===== src/rtl/dmem_port_arbiter.sv =====
// Shares the single DataMem port between the MEM stage (P) and a loader/debug master (L).
// Define DMEM_ARB_ROUND_ROBIN_EN for strict round-robin instead of P priority with a starvation limit.
module dmem_port_arbiter #(
    parameter int ADDR_W     = 32,
    parameter int DATA_W     = 32,
    parameter int STARVE_MAX = 4
) (
    input  logic              clk,
    input  logic              rst,
    input  logic              p_req,
    input  logic              p_wEn,
    input  logic [ADDR_W-1:0] p_addr,
    input  logic [DATA_W-1:0] p_wdata,
    input  logic [1:0]        p_size,
    input  logic              p_sign,
    output logic              p_ready,
    output logic              p_rvalid,
    output logic [DATA_W-1:0] p_rdata,
    output logic              p_err,
    input  logic              l_req,
    input  logic              l_wEn,
    input  logic [ADDR_W-1:0] l_addr,
    input  logic [DATA_W-1:0] l_wdata,
    input  logic [1:0]        l_size,
    input  logic              l_sign,
    output logic              l_ready,
    output logic              l_rvalid,
    output logic [DATA_W-1:0] l_rdata,
    output logic              l_err,
    output logic [ADDR_W-1:0] mem_addr,
    output logic [1:0]        mem_size,
    output logic              mem_sign,
    output logic [DATA_W-1:0] mem_wdata,
    output logic              mem_wEn,
    input  logic [DATA_W-1:0] mem_rdata
);

    typedef enum logic {IDLE, ACCESS} state_e;

    state_e            state_q, state_d;
    logic              wEn_q, wEn_d;
    logic [ADDR_W-1:0] addr_q, addr_d;
    logic [DATA_W-1:0] wdata_q, wdata_d;
    logic [1:0]        size_q, size_d;
    logic              sign_q, sign_d;
    logic              id_q, id_d;
    logic              grant, pickL, misaligned;
    logic [DATA_W-1:0] rdataNext;
    logic              p_rvalid_q, l_rvalid_q, p_err_q, l_err_q;
    logic [DATA_W-1:0] p_rdata_q, l_rdata_q;

    assign grant = (state_q == IDLE) & (p_req | l_req);

`ifdef DMEM_ARB_ROUND_ROBIN_EN
    // Last-winner bit starts at L so P takes the first contested grant.
    logic lastL_q;

    assign pickL = l_req & (~p_req | ~lastL_q);

    always_ff @(posedge clk or posedge rst) begin
        if (rst)        lastL_q <= 1'b1;
        else if (grant) lastL_q <= pickL;
    end
`else
    localparam logic [3:0] STARVE_LIM = 4'(STARVE_MAX);
    logic [3:0] starve_q;

    assign pickL = l_req & (~p_req | (starve_q == STARVE_LIM));

    // Counts P grants that L has had to sit through; any gap in l_req forgives the debt.
    always_ff @(posedge clk or posedge rst) begin
        if (rst)                        starve_q <= 4'd0;
        else if (!l_req)                starve_q <= 4'd0;
        else if (grant && pickL)        starve_q <= 4'd0;
        else if (grant)                 starve_q <= starve_q + 4'd1;
    end
`endif

    assign misaligned = (size_q == 2'b11)
                      | ((size_q == 2'b01) & addr_q[0])
                      | ((size_q == 2'b10) & (addr_q[1:0] != 2'b00));
    assign rdataNext  = (wEn_q | misaligned) ? '0 : mem_rdata;

    always_comb begin
        state_d = state_q;
        p_ready = 1'b0;
        l_ready = 1'b0;
        wEn_d   = wEn_q;
        addr_d  = addr_q;
        wdata_d = wdata_q;
        size_d  = size_q;
        sign_d  = sign_q;
        id_d    = id_q;
        case (state_q)
            IDLE: begin
                if (grant) begin
                    state_d = ACCESS;
                    p_ready = ~pickL;
                    l_ready = pickL;
                    id_d    = pickL;
                    wEn_d   = pickL ? l_wEn   : p_wEn;
                    addr_d  = pickL ? l_addr  : p_addr;
                    wdata_d = pickL ? l_wdata : p_wdata;
                    size_d  = pickL ? l_size  : p_size;
                    sign_d  = pickL ? l_sign  : p_sign;
                end
            end
            ACCESS:  state_d = IDLE;
            default: state_d = IDLE;
        endcase
    end

    always_ff @(posedge clk or posedge rst) begin
        if (rst) begin
            state_q <= IDLE;
            wEn_q   <= 1'b0;
            addr_q  <= '0;
            wdata_q <= '0;
            size_q  <= 2'b00;
            sign_q  <= 1'b0;
            id_q    <= 1'b0;
        end else begin
            state_q <= state_d;
            wEn_q   <= wEn_d;
            addr_q  <= addr_d;
            wdata_q <= wdata_d;
            size_q  <= size_d;
            sign_q  <= sign_d;
            id_q    <= id_d;
        end
    end

    // Each requester keeps its own response so a later grant to the other side leaves it intact.
    always_ff @(posedge clk or posedge rst) begin
        if (rst) begin
            p_rvalid_q <= 1'b0;
            l_rvalid_q <= 1'b0;
            p_rdata_q  <= '0;
            l_rdata_q  <= '0;
            p_err_q    <= 1'b0;
            l_err_q    <= 1'b0;
        end else begin
            p_rvalid_q <= (state_q == ACCESS) & ~id_q;
            l_rvalid_q <= (state_q == ACCESS) & id_q;
            if ((state_q == ACCESS) && !id_q) begin
                p_rdata_q <= rdataNext;
                p_err_q   <= misaligned;
            end
            if ((state_q == ACCESS) && id_q) begin
                l_rdata_q <= rdataNext;
                l_err_q   <= misaligned;
            end
        end
    end

    assign mem_addr  = addr_q;
    assign mem_size  = size_q;
    assign mem_sign  = sign_q;
    assign mem_wdata = wdata_q;
    assign mem_wEn   = wEn_q & ~misaligned & (state_q == ACCESS);

    assign p_rvalid  = p_rvalid_q;
    assign p_rdata   = p_rdata_q;
    assign p_err     = p_err_q;
    assign l_rvalid  = l_rvalid_q;
    assign l_rdata   = l_rdata_q;
    assign l_err     = l_err_q;

endmodule

===== config.mk =====
export PLATFORM = sky130hd
export DESIGN_NAME = dmem_port_arbiter
export DESIGN_NICKNAME = d
export VERILOG_FILES = /design/src/rtl/dmem_port_arbiter.sv
export SDC_FILE = /design/constraint.sdc
export NUM_CORES = 1
export LEC_CHECK = 0
export ABC_AREA = 1
export BUFFER_PORTS_ARGS = -buffer_cell sky130_fd_sc_hd__buf_2
export CAP_MARGIN = 20
export CORE_AREA = 2 2 120 122
export DETAILED_ROUTE_END_ITERATION = 16
export DIE_AREA = 0 0 122 124
export PLACE_DENSITY = 0.79
export RECOVER_POWER = 50
export SYNTH_ARGS = -nofsm -noshare
export SYNTH_HDL_FRONTEND = slang
export SYNTH_SLANG_ARGS = --single-unit
export TNS_END_PERCENT = 5

===== constraint.sdc =====
create_clock -name clk -period 6.3 [get_ports clk]
set_clock_uncertainty 0.1 [all_clocks]
set_input_delay 0.945 -clock clk [delete_from_list [all_inputs] [get_ports clk]]
set_output_delay 0.945 -clock clk [all_outputs]
set_load 0.005 [all_outputs]

==> results of run 1 <==
## area by class of cell
class | count | area share
Tap cell | 180 | 0.0272
Clock inverter | 10 | 0.0133
Timing Repair Buffer | 318 | 0.187
Multi-Input combinational cell | 472 | 0.277
Sequential cell | 142 | 0.429
Clock buffer | 22 | 0.0585
Antenna cell | 3 | 0.000907
Inverter | 14 | 0.00650
## metrics by stage
stage / setup WS [ns] / cell area, sq um / hold WS (ns)
6_report: 2.40 / 8280 / 0.380
5_1_grt: 2.28 / 8280 / 0.411
4_1_cts: 2.45 / 8330 / 0.386
3_5_place_dp: 2.46 / 7730 / 0.372
3_3_place_gp: 2.47 / 7730 / 0.362
2_1_floorplan: 1.45 / 6200 / 0.352
## cell usage after synthesis
master    instances  area (sq um)
o21ai_0           8          40.0
nand3_1         171           856
nor2_2            1          6.26
inv_2             3          11.3
dfrtp_1         142          3550
buf_1             1          3.75
inv_1            11          41.3
nand4_1          71           444
o21ai_1          61           305
nand2_1         149           559
nor2_1            4          15.0
xor2_1            1          8.76
buf_6             3          33.8
clkbuf_1         22          82.6
ha_1              2          25.0
buf_4             1          7.51
o21ai_2           1          8.76
nand2_2           3          18.8
buf_2            36           180
## critical path, cell delays in order
cell and delay [ns]:
buf_2 0.07, buf_4 0.63, nand2_2 0.38, buf_4 0.41
nand2_1 0.19, inv_1 0.06, buf_2 0.12
## routing by layer
| metal | part of all wire | global-route usage | up-vias |
|---|---|---|---|
| li1 | - | - | 2961 |
| met1 | 0.41 | 0.329 | 2971 |
| met2 | 0.49 | 0.409 | 300 |
| met3 | 0.084 | 0.0751 | 31 |
| met4 | 0.018 | 0.106 | 2 |
| met5 | 0.00041 | 0 | - |
## flip-flops by register name, summed over array words and instances, names as in the netlist, 2 cells and up
register and count:
mem_addr 32, mem_wdata 32, mem_size 2, p_rdata 32
l_rdata 32, starve_q 4
## kinds of logic after synthesis
group	after synthesis	share of synthesized area
AOI/OAI and AO/OA	70	0.0571
adders and majority gates	2	0.00403
DFF	142	0.573
xor gates and xnor gates	1	0.00141
and+or+nand+nor	399	0.306
buffers and inverters	77	0.0581
## power by group
group / switching, mW / internal, mW / total, mW
clock: 0.382 / 0.623 / 1.00
sequential: 0.133 / 1.14 / 1.28
combinational: 0.436 / 0.299 / 0.735
total: 0.951 / 2.07 / 3.02
## final timing paths
| kind | slack [ns] | endpoint | startpoint | cells past startpoint |
|---|---|---|---|---|
| max reg2reg | 3.27 | l_rdata[18] | id_q | 3 |
| min reg2reg | 0.38 | l_rdata[3] | l_rdata[3] | 2 |
| max in group asynchronous | 2.88 | p_rdata[4] | rst | 3 |
| min | 0.38 | l_rdata[3] | l_rdata[3] | 2 |
| min in group asynchronous | 1.28 | mem_addr[26] | rst | 2 |
| max | 2.40 | p_ready | l_req | 7 |
==> results.py, run 1 <==
metrics = {
    "status": {
        "status": "complete, but fails checks",
        "violations": "max-capacitance violations, max-slew violations",
    },
    "floorplan": {
        "die_y_um": 124,
        "dieWidth_um": 122,
        "ios": 310,
        "core-area_sq_mm": 0.0137,
        "rows": 43,
        "die_area_sq_mm": 0.0151,
        "start_util": 0.452,
    },
    "clock_tree": {
        "insertion_delay_ns": 0.42,
        "cts-root-buf": "clkbuf_16",
        "cts_tree": "yes",
        "path_clk_slew_ns": 0.05,
        "post-cts-setup-buffer-count": 0,
        "cts.sinks": 142,
        "hold_buffers": 0,
        "cts-buffers-inserted": 17,
        "cts_buffer_depth": 2,
        "cts_resized": 0,
        "h-tree-depth": 4,
    },
    "final_layout": {
        "fin_util": 0.603,
        "most-common-layout-cells": "245 x buf_2, 171 x nand3_1, 150 x nand2_1",
        "multiInputGateArea_sq_mm": 0.00229,
        "fin_nets": 1139,
        "area_delta_synth_final_pct": 33.5,
        "regArea_sq_mm": 0.00355,
        "fillCellCount": 1263,
        "drive_gt1_frac": 0.298,
        "instances_no_fill": 1161,
        "layout_commonest_cell": "buf_2",
    },
    "power_and_ir_drop": {
        "power_density_mw_per_mm2": 365,
        "power_mw": 3.02,
        "ir_drop_mv": 0.170,
        "leakage_nw": 4.18,
    },
    "timing": {
        "post-route-period-util": 0.619,
        "max_slew_margin": -1.03,
        "timing_hold_violations_final": 0,
        "rsz0062_at_grt": "no",
        "final.setup.tns_ns": 0,
        "worst_slew_pin_slew_ns": 3.02,
        "clock.fmax_mhz": 256,
        "period_minus_slack_ns": 3.90,
        "finalMaxSlewViolations": 130,
        "setup_viol": 0,
    },
    "setup_path": {
        "critPathKind": "input pin to output port",
        "start_kind": "input pin",
        "critPathMaxFanout": 75,
        "cp.arrival_ns": 2.85,
        "cp.required_ns": 5.25,
        "endpoint_kind": "output port",
    },
    "grt": {
        "grt_pass1_wl_mm": 30.0,
        "antenna_found_initial": 4,
        "gr-total-overflow": 0,
        "grt_pass1_vias": 5890,
        "grt_use_total": 0.256,
        "grt_max_degree": 76,
    },
    "placement": {
        "dpl.hpwl_mm": 12.7,
        "dp_cells": 1124,
        "place_congestion": 0.886,
        "io_buffers": 309,
    },
    "routing": {
        "route.antenna.remaining_nets": 0,
        "drt_pre_antenna_iters": 5,
        "vias": 6265,
        "routed_wl_mm": 19.7,
        "drt_iter0_drc": 536,
        "viasPerCell": 5.40,
        "drcViolationCount": 0,
        "wire_per_inst_um": 16.9,
    },
    "logic_synthesis": {
        "yosysWarnings": 0,
        "syn-cell-area_sq_mm": 0.00620,
        "synth.distinct_cells": 19,
        "synthesis.nets": 865,
        "ys_seq_area_frac": 0.573,
        "syn_inst": 691,
        "avgSynthCellArea_sq_um": 8.97,
        "ys_ff_latch": 142,
    },
    "flow_run": {
        "cap_violations": 2,
    },
    "hold_path": {
        "hold_class": "register to register",
    },
}
Power figures use the tool's default switching activity.
==> run 2: changes to the inputs <==
--- a/config.mk
+++ b/config.mk
@@ -5,12 +5,12 @@
 export SDC_FILE = /design/constraint.sdc
 export NUM_CORES = 1
 export LEC_CHECK = 0
-export ABC_AREA = 1
+export ABC_AREA = 0
 export BUFFER_PORTS_ARGS = -buffer_cell sky130_fd_sc_hd__buf_2
 export CAP_MARGIN = 20
-export CORE_AREA = 2 2 120 122
+export CORE_AREA = 2 2 119 121
 export DETAILED_ROUTE_END_ITERATION = 16
-export DIE_AREA = 0 0 122 124
+export DIE_AREA = 0 0 121 123
 export PLACE_DENSITY = 0.79
 export RECOVER_POWER = 50
 export SYNTH_ARGS = -nofsm -noshare
==> constraint.sdc (replaced) <==
create_clock -name clk -period 4.08 [get_ports clk]
set_clock_uncertainty 0.1 [all_clocks]
set_input_delay 0.612 -clock clk [delete_from_list [all_inputs] [get_ports clk]]
set_output_delay 0.612 -clock clk [all_outputs]
set_load 0.005 [all_outputs]
==> results.py, run 2 <==
metrics = {
    "setup_path": {
        "r2r_cells": 5,
        "critPathKind": "input pin to async pin",
        "regToRegSetupSlack_ns": 1.18,
        "r2r_end": "p_rdata[28]",
        "cp.arrival_ns": 3.03,
        "crit_path_start": "rst",
        "start_kind": "input pin",
        "critPathMaxFanout": 73,
        "worstSetupEndpoint": "l_rdata[30]",
        "endpoint_kind": "async pin",
        "cp.required_ns": 4.17,
        "rr_startpoint": "state_q",
    },
    "final_layout": {
        "final_cell_area_sq_mm": 0.00836,
        "area_delta_synth_final_pct": 36.9,
        "most-common-layout-cells": "232 x buf_2, 142 x dfrtp_1, 84 x clkbuf_1",
        "layout_commonest_cell": "buf_2",
        "drive_gt1_frac": 0.396,
        "instances_no_fill": 986,
        "fin_nets": 961,
    },
    "grt": {
        "grt_use_total": 0.244,
        "grt_max_degree": 74,
        "grt_pass1_vias": 5405,
        "gr-total-overflow": 0,
        "antenna_found_initial": 8,
        "grt_pass1_wl_mm": 27.9,
    },
    "routing": {
        "route.antenna.remaining_nets": 0,
        "viasPerCell": 5.42,
        "drcViolationCount": 0,
        "wl_met3_mm": 1.50,
        "vias": 5346,
        "met1_length_mm": 7.18,
        "highest_layer": "met5",
        "routed_wl_mm": 18.5,
        "met2_length_mm": 9.45,
        "drt_pre_antenna_iters": 5,
        "wire_per_inst_um": 18.8,
        "drt_iter0_drc": 361,
    },
    "timing": {
        "timing_hold_violations_final": 0,
        "max_slew_margin": -0.164,
        "clock.fmax_mhz": 340,
        "rsz0062_at_grt": "no",
        "final.setup.tns_ns": 0,
        "finalMaxSlewViolations": 109,
        "post-route-period-util": 0.720,
        "period_minus_slack_ns": 2.94,
        "whs_ns": 0.320,
        "setup_ws_ns": 1.14,
        "setup_viol": 0,
        "worst_slew_pin_slew_ns": 1.75,
    },
    "clock_tree": {
        "path_clk_slew_ns": 0.06,
        "h-tree-depth": 4,
        "cts-root-buf": "clkbuf_16",
        "cts-buffers-inserted": 17,
        "cts_tree": "yes",
        "cts_resized": 0,
        "cts.sinks": 142,
        "insertion_delay_ns": 0.42,
        "cts_buffer_depth": 2,
    },
    "placement": {
        "dp_cells": 944,
        "postPlaceCellArea_sq_mm": 0.00778,
        "dpl.hpwl_mm": 12.8,
        "io_buffers": 309,
        "dp_slack_ns": 1.63,
        "place_congestion": 0.857,
    },
    "logic_synthesis": {
        "ys_ff_latch": 142,
        "syn_inst": 488,
        "synthesis.nets": 662,
        "synth_edf_count": 0,
        "yosysWarnings": 0,
        "ys_seq_area_frac": 0.582,
        "synthXorXnorAreaFrac": 0,
        "synthArstFlopShare": 1.00,
        "synthFlopType": "dfrtp_1",
        "yosysTopAreaCellShare": 0.582,
        "synth_mux_area_frac": 0,
        "synth_adder_area_share": 0.00410,
        "synth_area_leaders": "dfrtp_1 58%, a221o_1 11%, and2_1 7.1%, and2_0 6.5%, a31o_2 6.3%",
        "synth_top_family_by_area": "compound AO/OA/AOI/OAI gates",
        "synth.distinct_cells": 28,
        "avgSynthCellArea_sq_um": 12.5,
        "synth_common_cells": "142 x dfrtp_1, 69 x and2_1, 68 x a221o_1",
        "synth.most_common_cell": "dfrtp_1",
        "syn-cell-area_sq_mm": 0.00611,
        "synth_compound_area_frac": 0.223,
        "synth-simple-area-share": 0.154,
        "yosys.area.top_type": "dfrtp_1",
    },
    "floorplan": {
        "start_util": 0.449,
        "core-area_sq_mm": 0.0136,
        "dieWidth_um": 121,
        "ios": 310,
        "rows": 43,
        "die_area_sq_mm": 0.0149,
        "die_y_um": 123,
    },
    "power_and_ir_drop": {
        "ir_drop_mv": 0.248,
        "leakage_nw": 4.12,
        "power_density_mw_per_mm2": 561,
    },
    "status": {
        "violations": "max-capacitance violations, max-slew violations",
        "status": "complete, but fails checks",
    },
    "flow_run": {
        "cap_violations": 2,
    },
    "hold_path": {
        "hold_class": "input pin to register",
    },
}
==> run 2: changes by cell type in the layout (fill, tap and decap cells not counted), sizes merged, moves of 5 or more <==
cell and delta:
nand3 -169, nand2 -148, and2 +132, nand4 -71, a221o +68, o21ai -67, a31o +66, clkbuf +20
buf -14, inv -8, nor2 -5
==> run 2: logic make-up after synthesis <==
family | count (synthesis)
adders and majority gates | 2
buffers and inverters | 48
DFF | 142
AOI/OAI and AO/OA | 146
and+or+nand+nor | 150
==> run 2: report_power, final <==
group | internal (mW) | total [mW] | switching (mW)
registers | 1.74 | 1.91 | 0.175
clock network | 1.02 | 1.59 | 0.563
logic | 0.612 | 1.19 | 0.574
total | 3.38 | 4.69 | 1.31
==> run 2: area by class of cell <==
class / instances / area, sq um
Fill cell: 1149 / 5250
Sequential cell: 142 / 3550
Multi-Input combinational cell: 298 / 2350
Timing Repair Buffer: 321 / 1580
Clock buffer: 26 / 499
Tap cell: 180 / 225
Clock inverter: 6 / 105
Inverter: 7 / 27.5
Antenna cell: 6 / 15.0
==> run 2: what timing repair did <==
item | 4_1_cts | 5_1_grt
buffers inserted | 0 | 0
endpoints found under the hold margin | 0 | 3
hold buffers | 0 | 1
==> run 2: how the worst min path moves through the flow <==
stage | start | to | slack (ns) | cells past startpoint
2_1_floorplan | id_q | id_q | 0.36 | 1
3_3_place_gp | p_err | p_err | 0.37 | 2
3_5_place_dp | p_err | p_err | 0.38 | 2
4_1_cts | p_wdata[14] | mem_wdata[14] | 0.30 | 2
5_1_grt | p_size[0] | mem_size[0] | 0.31 | 2
6_report | l_addr[24] | mem_addr[24] | 0.32 | 2
==> run 2: critical path, cell delays in order <==
cell and delay [ns]:
dlygate4sd3_1 0.53, buf_2 0.12, clkinvlp_2 0.16, buf_12 0.25
clkbuf_2 1.31
==> run 2: stage by stage <==
step | util | total power, mW
6_report | 0.614 | 4.69
5_1_grt | 0.614 | 4.94
4_1_cts | 0.616 | 4.76
3_5_place_dp | 0.572 | 3.15
3_3_place_gp | 0.572 | 3.10
2_1_floorplan | - | 2.59
==> run 2: layer usage <==
metal  vias to the layer above  track usage
met5                         -            0
met4                         2        0.104
met3                        35       0.0881
met2                       234        0.415
met1                      2663        0.280
li1                       2412            -
